`config.mk`:
```
export PLATFORM = sky130hd
export DESIGN_NAME = cmos_pack
export DESIGN_NICKNAME = d
export VERILOG_FILES = /design/src/rtl/cmos_pack.sv
export SDC_FILE = /design/constraint.sdc
export NUM_CORES = 1
export LEC_CHECK = 0
export BUFFER_PORTS_ARGS = -buffer_cell sky130_fd_sc_hd__buf_2
export CAP_MARGIN = 5
export CORE_MARGIN = 1
export CORE_UTILIZATION = 51
export CTS_CLUSTER_DIAMETER = 80
export CTS_CLUSTER_SIZE = 40
export DETAILED_ROUTE_END_ITERATION = 7
export PLACE_DENSITY = 0.75
export SLEW_MARGIN = 20
export SYNTH_ARGS = -nofsm -noshare
export SYNTH_HDL_FRONTEND = slang
export SYNTH_SLANG_ARGS = --single-unit
```
`constraint.sdc`:
```
create_clock -name cmos_clk -period 1.36 [get_ports cmos_clk]
set_input_delay 0.136 -clock cmos_clk [delete_from_list [all_inputs] [get_ports cmos_clk]]
set_output_delay 0.136 -clock cmos_clk [all_outputs]
set_load 0.01 [all_outputs]
```
`src/rtl/cmos_pack.sv`:
```
`default_nettype none
// ============================================================================
// Module   : cmos_pack
// Purpose  : Write-side pixel packer for the DDR3 video path. Registers the
//            camera pixel bus, packs 16 RGB565 pixels into one 256-bit word
//            (first pixel in bits [255:240]) and strobes it into the write-DMA
//            FIFO. Also emits a frame-boundary pulse and a sticky overflow
//            flag for words dropped while the FIFO was full.
// Revision : 1.0 - initial release
// Options  : PACK_PAD_FLUSH_EN - when defined, a partial word left over at a
//            frame boundary is written left-aligned and zero padded; when
//            undefined it is silently discarded.
// Ports    :
//   cmos_clk     in   1    pixel clock, all logic on rising edge
//   rst          in   1    synchronous reset, active-high
//   cmos_vsync   in   1    frame sync, rising edge marks a frame boundary
//   cmos_de      in   1    pixel valid
//   cmos_data    in   IW   RGB565 pixel
//   fifo_full    in   1    write-FIFO full
//   fifo_wr_en   out  1    one-cycle write strobe
//   fifo_wr_data out  OW   packed word, held between writes
//   frame_start  out  1    one-cycle pulse per accepted frame boundary
//   ovf          out  1    sticky: a word was dropped due to fifo_full
// ============================================================================
module cmos_pack #(
    parameter int IW = 16,
    parameter int OW = 256
) (
    input  logic          cmos_clk,
    input  logic          rst,
    input  logic          cmos_vsync,
    input  logic          cmos_de,
    input  logic [IW-1:0] cmos_data,
    input  logic          fifo_full,
    output logic          fifo_wr_en,
    output logic [OW-1:0] fifo_wr_data,
    output logic          frame_start,
    output logic          ovf
);

    localparam logic [3:0] c_LAST_SLOT = 4'd15;

    typedef enum logic [1:0] {
        S_SYNC   = 2'd0,
        S_ACTIVE = 2'd1,
        S_FLUSH  = 2'd2
    } state_t;

    state_t        r_state;
    state_t        w_state_next;

    logic          r_vs;
    logic          r_vs_d;
    logic          r_de;
    logic [IW-1:0] r_data;

    logic [3:0]    r_pix_cnt;
    logic [OW-1:0] r_shift_reg;

    logic          r_wr_en;
    logic [OW-1:0] r_wr_data;
    logic          r_frame_start;
    logic          r_ovf;

    logic          w_vs_rise;
    logic          w_accept;
    logic          w_flush;
    logic          w_frame_start;
    logic          w_word_done;
    logic [OW-1:0] w_candidate;

    // ------------------------------------------------------------------
    // Input capture
    // ------------------------------------------------------------------
    always_ff @(posedge cmos_clk) begin
        if (rst) begin
            r_vs   <= 1'b0;
            r_vs_d <= 1'b0;
            r_de   <= 1'b0;
            r_data <= '0;
        end else begin
            r_vs   <= cmos_vsync;
            r_vs_d <= r_vs;
            r_de   <= cmos_de;
            r_data <= cmos_data;
        end
    end

    assign w_vs_rise = r_vs & ~r_vs_d;

    // ------------------------------------------------------------------
    // Frame state machine
    // ------------------------------------------------------------------
    always_ff @(posedge cmos_clk) begin
        if (rst) begin
            r_state <= S_SYNC;
        end else begin
            r_state <= w_state_next;
        end
    end

    always_comb begin
        w_state_next  = r_state;
        w_accept      = 1'b0;
        w_flush       = 1'b0;
        w_frame_start = 1'b0;
        case (r_state)
            S_SYNC: begin
                if (w_vs_rise) begin
                    w_state_next  = S_ACTIVE;
                    w_frame_start = 1'b1;
                end
            end
            S_ACTIVE: begin
                // vsync high wins over de: such pixels are dropped
                w_accept = r_de & ~r_vs;
                if (w_vs_rise) begin
                    w_frame_start = 1'b1;
                    if (r_pix_cnt != 4'd0) begin
                        w_state_next = S_FLUSH;
                    end
                end
            end
            S_FLUSH: begin
                w_flush      = 1'b1;
                w_state_next = S_ACTIVE;
            end
            default: begin
                w_state_next = S_SYNC;
            end
        endcase
    end

    // Word completes on the 16th accepted pixel; the incoming pixel is the
    // last slot, so the candidate is built from the shifted register.
    assign w_word_done = w_accept && (r_pix_cnt == c_LAST_SLOT);
    assign w_candidate = {r_shift_reg[OW-IW-1:0], r_data};

`ifdef PACK_PAD_FLUSH_EN
    // Left-align k held pixels: shift by 16*(16-k). Since k is never 0 in
    // S_FLUSH, (16-k) equals the 4-bit two's complement of k.
    logic [7:0] w_pad_shamt;
    assign w_pad_shamt = {4'd0 - r_pix_cnt, 4'd0};
`endif

    // ------------------------------------------------------------------
    // Packing and write datapath
    // ------------------------------------------------------------------
    always_ff @(posedge cmos_clk) begin
        if (rst) begin
            r_pix_cnt     <= 4'd0;
            r_shift_reg   <= '0;
            r_wr_en       <= 1'b0;
            r_wr_data     <= '0;
            r_frame_start <= 1'b0;
            r_ovf         <= 1'b0;
        end else begin
            r_frame_start <= w_frame_start;
            r_wr_en       <= 1'b0;

            if (w_accept) begin
                r_shift_reg <= w_candidate;
                r_pix_cnt   <= r_pix_cnt + 4'd1;
            end

            if (w_flush) begin
                r_pix_cnt <= 4'd0;
            end

            if (w_word_done) begin
                if (fifo_full) begin
                    r_ovf <= 1'b1;
                end else begin
                    r_wr_en   <= 1'b1;
                    r_wr_data <= w_candidate;
                end
            end

`ifdef PACK_PAD_FLUSH_EN
            if (w_flush) begin
                if (fifo_full) begin
                    r_ovf <= 1'b1;
                end else begin
                    r_wr_en   <= 1'b1;
                    r_wr_data <= r_shift_reg << w_pad_shamt;
                end
            end
`endif
        end
    end

    assign fifo_wr_en   = r_wr_en;
    assign fifo_wr_data = r_wr_data;
    assign frame_start  = r_frame_start;
    assign ovf          = r_ovf;

endmodule
`default_nettype wire

```
[Word level (Yosys, flattened, before mapping)]
Cells that the tools add are included.
Storage, ports and cells
  register bits after elaboration: 524
  bits in latches: 0
  logic and storage cells: 43
  memories: 0
  bits of input ports: 21
  memory bits (writable): 0
  memory bits (read-only): 0
Operators by class
  reduce and logical (&&, ||, !) cells: 10
  equality and inequality tests: 6
  muxes and demuxes: 8
  div/mod/pow operators: 0
  $lt $le $gt $ge: 0
  shift operators: 0
  add/subtract/negate cells: 1
  multipliers: 0
  bitwise gates (word level): 7
Operator list (count)
  OR reduction 2 bit: 4
  2-to-1 mux 2 bit: 3
  != test 2 bit (second input constant): 3
  one-hot mux 2 bit (3 select lines): 1
  NOT 1 bit: 5
  adder 4 x 1 -> 4 bit (second input constant): 1
  == test 4 bit (second input constant): 1
  2-to-1 mux 1 bit: 4
  AND reduction 2 bit: 2
  nonzero test 4 bit: 1
  AND reduction 3 bit: 1
  bitwise AND 1 bit: 2
  == test 2 x 1 -> 1 bit (second input constant): 1
  == test 2 bit (second input constant): 1
  logical NOT 2 bit: 1
  logical AND 1 bit: 1

[Depth between registers and ports, before layout]
  word-level depth: 6
  gate-level depth with buffers: 6
  depth with buffers taken out: 4

[Least setup slack after synthesis]
OpenSTA, ideal clock, no wires.
  path kind: flip-flop to flip-flop
  from: reg r_state[1]
  to: reg r_wr_data[115], in the netlist fifo_wr_data[115]
  path slack: -145 ps
  period minus slack after synthesis: 1505 ps
  stages on the path, launching flop included: 7
  path buffers: 3
  arrival: 1433 ps
  required time: 1288 ps
  cell sequence: dfxtp_1 -> nand4bb_1 -> clkbuf_1 -> nor3_2 -> buf_2 -> buf_4 -> mux2i_1
Between the ends
  cells in the longest elaborated chain, start to end: 4
Ends and longest elaborated chain
  start, declared: RTL line 49  | state_t r_state;
  start signal, assigned: RTL line 98  | r_state <= w_state_next;
  == test 2 x 1 -> 1 bit: RTL line 107  | case (r_state)
  2-to-1 mux 1 bit: RTL line 107
  logical AND 1 bit: RTL line 136  | assign w_word_done = w_accept && (r_pix_cnt == c_LAST_SLOT);
  AND reduction 2 bit (no line)
  end signal, assigned: RTL line 175  | r_wr_data <= w_candidate;
  end, declared: RTL line 61  | logic [OW-1:0] r_wr_data;
Every way passes these cells.
A chain may end at the register's enable or synchronous reset.

[Worst setup path in the final report]
  from: reg r_pix_cnt[1]
  to: reg r_wr_data[59], in the netlist fifo_wr_data[59]
Between the ends
  cells in the longest elaborated chain, start to end: 3
Ends and longest elaborated chain
  start, declared: RTL line 57  | logic [3:0] r_pix_cnt;
  start signal, assigned: RTL line 163  | r_pix_cnt <= r_pix_cnt + 4'd1;
  == test 4 bit: RTL line 136
  logical AND 1 bit: RTL line 136
  AND reduction 2 bit (no line)
Every way passes these cells.

==> impl_metrics.csv <==
group,metric,value,unit
drt,drcViolationCount,0,
drt,firstDrtPassIters,5,
clock_tree,cts_tree,"done",
clock_tree,cts.clk_slew.worst_paths,0.14,ns
synth,synthesis.nets,2259,
critical_path,crit_start,"r_pix_cnt[1]",
floorplan,fp.coreArea,36700,um^2
sta,worst_slack,-0.360,ns
placed_design,dp_hpwl,33200,um
synth,yosysSeqAreaShare,0.550,
clock_tree,clock_path_buffers,3,
layout,stdcell_area,24900,um^2
critical_path,worstPathRequired,1.86,ns
critical_path,slowest_stage,"dfxtp_4",
critical_path,reg2reg_to,"fifo_wr_data[59]",
global_route,grt_max_degree,111,
sta,tightest_slew,0.629,ns
sta,final_hold_viol_count,0,
placed_design,dpl_cell_area,21300,um^2
sta,post-route-period-util,1.26,
power_and_ir_drop,finalPower,25100,uW
outcome,status,"finished, violations left",
layout,area_growth,30.2,%
critical_path,critPathMaxFanout,11,
sta,tns,-118.94,ns
critical_path,crit_path_end,"fifo_wr_data[59]",
clock_tree,htreeDepth,1,
synth,synth_edf_count,0,
sta,fin_crit,1.72,ns
synth,synthCells,2236,
power_and_ir_drop,ir_worst_vdd,0.789,mV
sta,max_freq,581,MHz
global_route,grt_usage,0.255,
flow_run,drv_cap,0,
floorplan,die_h,195,um
sta,setup_viol_count_final,502,
placed_design,finalWeightedCongestion,0.850,
sta,relSlewSlack,0.581,
global_route,grt_overflow,0,
clock_tree,clk_latency,0.57,ns
layout,fin_nets,2549,
placed_design,place_ws,-0.293,ns
layout,final_layout_size_suffix_gt1_frac,0.256,
sta,fin_worst_skew,0.0472,ns
synth,synth-async-reset-ratio,0,
floorplan,start_util,0.520,
placed_design,port_buffers,279,
synth,synth_area,19100,um^2
synth,ys_ff_latch,524,
global_route,grt_pass1_vias,15000,
critical_path,path_cells,"ha_4 -> nand3_4 -> nor3_4 -> buf_6 -> clkbuf_16 -> buf_12 -> buf_16 -> mux2i_1",
power_and_ir_drop,p_leak,0.00977,uW
drt,vias_per_cell,5.49,
clock_tree,numCtsBuffers,21,
synth,synth_warnings,0,
layout,largest_reg_flops,256,
power_and_ir_drop,powerDensity,1010,nW/um^2
layout,fill_cells,2711,
critical_path,r2r.worst_path.cells,8,
drt,post_drt_wl_per_cell,18.9,um
critical_path,start_kind,"flop",
synth,synth_area_leaders,"dfxtp_1 (55%), nand2_1 (20%), mux2i_1 (13%), a21oi_1 (6.4%), clkbuf_1 (2.3%)",
drt,wirelength,56800,um
synth,avgSynthCellArea,8.54,um^2
floorplan,fp-row-count,70,
drt,drtIter0Drc,1512,
outcome,violations,"negative setup slack",
critical_path,r2r_slack,-0.36,ns
sta,rsz0062_at_grt,"yes",
synth,synthDistinctLibCells,29,
floorplan,io_pins,280,
critical_path,cp_data_arrival_time,2.22,ns
drt,num_vias,16500,
critical_path,critPathMaxStageDelay,0.39,ns
synth,synth_top_cell_by_area,"dfxtp_1",
global_route,antenna_found_initial,2,
drt,detail-route-antenna-nets,0,
clock_tree,cts.sinks,524,
critical_path,endpoint_kind,"flop",
synth,synth-main-ff-cell,"dfxtp_1",
sta,final-max-slew-violation-count,0,
min_path,hp-class,"in -> reg",
critical_path,critPathKind,"reg -> reg",
global_route,grt_pass1_wl,79100,um
floorplan,fp.dieW,195,um
floorplan,floorplan.die_area,38200,um^2
critical_path,r2r_start,"r_pix_cnt[1]",
clock_tree,cts-root-buf,"clkbuf_16",
synth,yosys.area.top_type_share,0.550,
per-stage QoR:
stage,utilization,instances,hold WS [ns]
5_1_grt,0.677,3006,0.314
4_1_cts,0.624,2962,0.290
2_1_floorplan,-,2236,0.213
3_5_place_dp,0.580,2883,0.351
6_report,0.677,3007,0.324
3_3_place_gp,0.580,2883,0.350
power breakdown:
part | switching, uW | internal (uW) | total, uW
Combinational | 626 | 341 | 967
Sequential | 33.2 | 15400 | 15400
Clock | 5360 | 3390 | 8750
Total | 6020 | 19100 | 25100
worst min path at each step:
stage | cells after the start | from | end | slack [ns]
final | 3 | cmos_data[15] | r_data[15] | 0.32
after global routing | 3 | cmos_data[14] | r_data[14] | 0.31
after CTS | 3 | cmos_data[5] | r_data[5] | 0.29
after detailed placement | 2 | cmos_vsync | r_vs | 0.35
after global placement | 2 | cmos_data[4] | r_data[4] | 0.35
after floorplan | 1 | fifo_full | fifo_wr_en | 0.21
kinds of logic after synthesis:
group	Yosys count	share of synthesized area
DFF	524	0.550
AOI/OAI and AO/OA	250	0.0662
and+or+nand+nor	1031	0.207
buffers and inverters	173	0.0413
adders and majority gates	2	0.00131
muxes	256	0.134
repair_timing:
action | in CTS | in global routing
pin swaps | 1 | 107
gates cloned | 12 | 36
setup buffers | 12 | 12
hold endpoints to repair | 29 | 0
setup endpoints to repair | 500 | 502
resized for setup | 38 | 297
hold buffers | 21 | 0
Yosys cell counts, types with 2 or more instances:
cell type	n
or3_1	2
buf_2	21
buf_1	5
buf_6	4
a21oi_1	244
buf_4	22
mux2i_1	256
nand3_1	2
ha_1	2
dfxtp_1	524
nor3_1	2
clkbuf_1	116
o21ai_0	2
inv_1	4
nand2_1	998
nor2b_1	19
cells in the final DEF, fill, tap and decap left out, types with 19 or more instances in the layout:
cell           instances
nand2_1              911
dfxtp_1              520
buf_2                278
mux2i_1              252
a21oi_1              145
a21oi_2               99
nand2_4               69
clkbuf_16             54
buf_12                37
buf_4                 27
dlygate4sd3_1         21
nor2b_1               19
buf_16                19
routing by layer:
metal | track usage | share of wire | up-vias
met5 | 0 | 0 | -
met4 | 0.0653 | 0.027 | 0
met3 | 0.0321 | 0.063 | 113
met2 | 0.438 | 0.50 | 665
met1 | 0.340 | 0.41 | 8000
li1 | - | - | 7741
area by class of cell:
class                           instances  area, um^2  share of cell area
Timing Repair Buffer                  435        4150               0.167
Clock inverter                         13         246             0.00992
Clock buffer                           21         526              0.0211
Inverter                                5        26.3             0.00106
Sequential cell                       524       10500               0.422
Antenna cell                            2        5.00            0.000201
Tap cell                              468         586              0.0236
Multi-Input combinational cell       1539        8820               0.355
critical path: cells and delay by family (launching register included):
family	cells	cell delay, ns
AND/OR/NAND/NOR	2	0.28
multiplexers	1	0.21
adder cells (fa/ha/maj)	1	0.15
buffers and inverters	4	0.61
flip-flops	1	0.39
No activity file was read; power rests on OpenSTA's default activity.
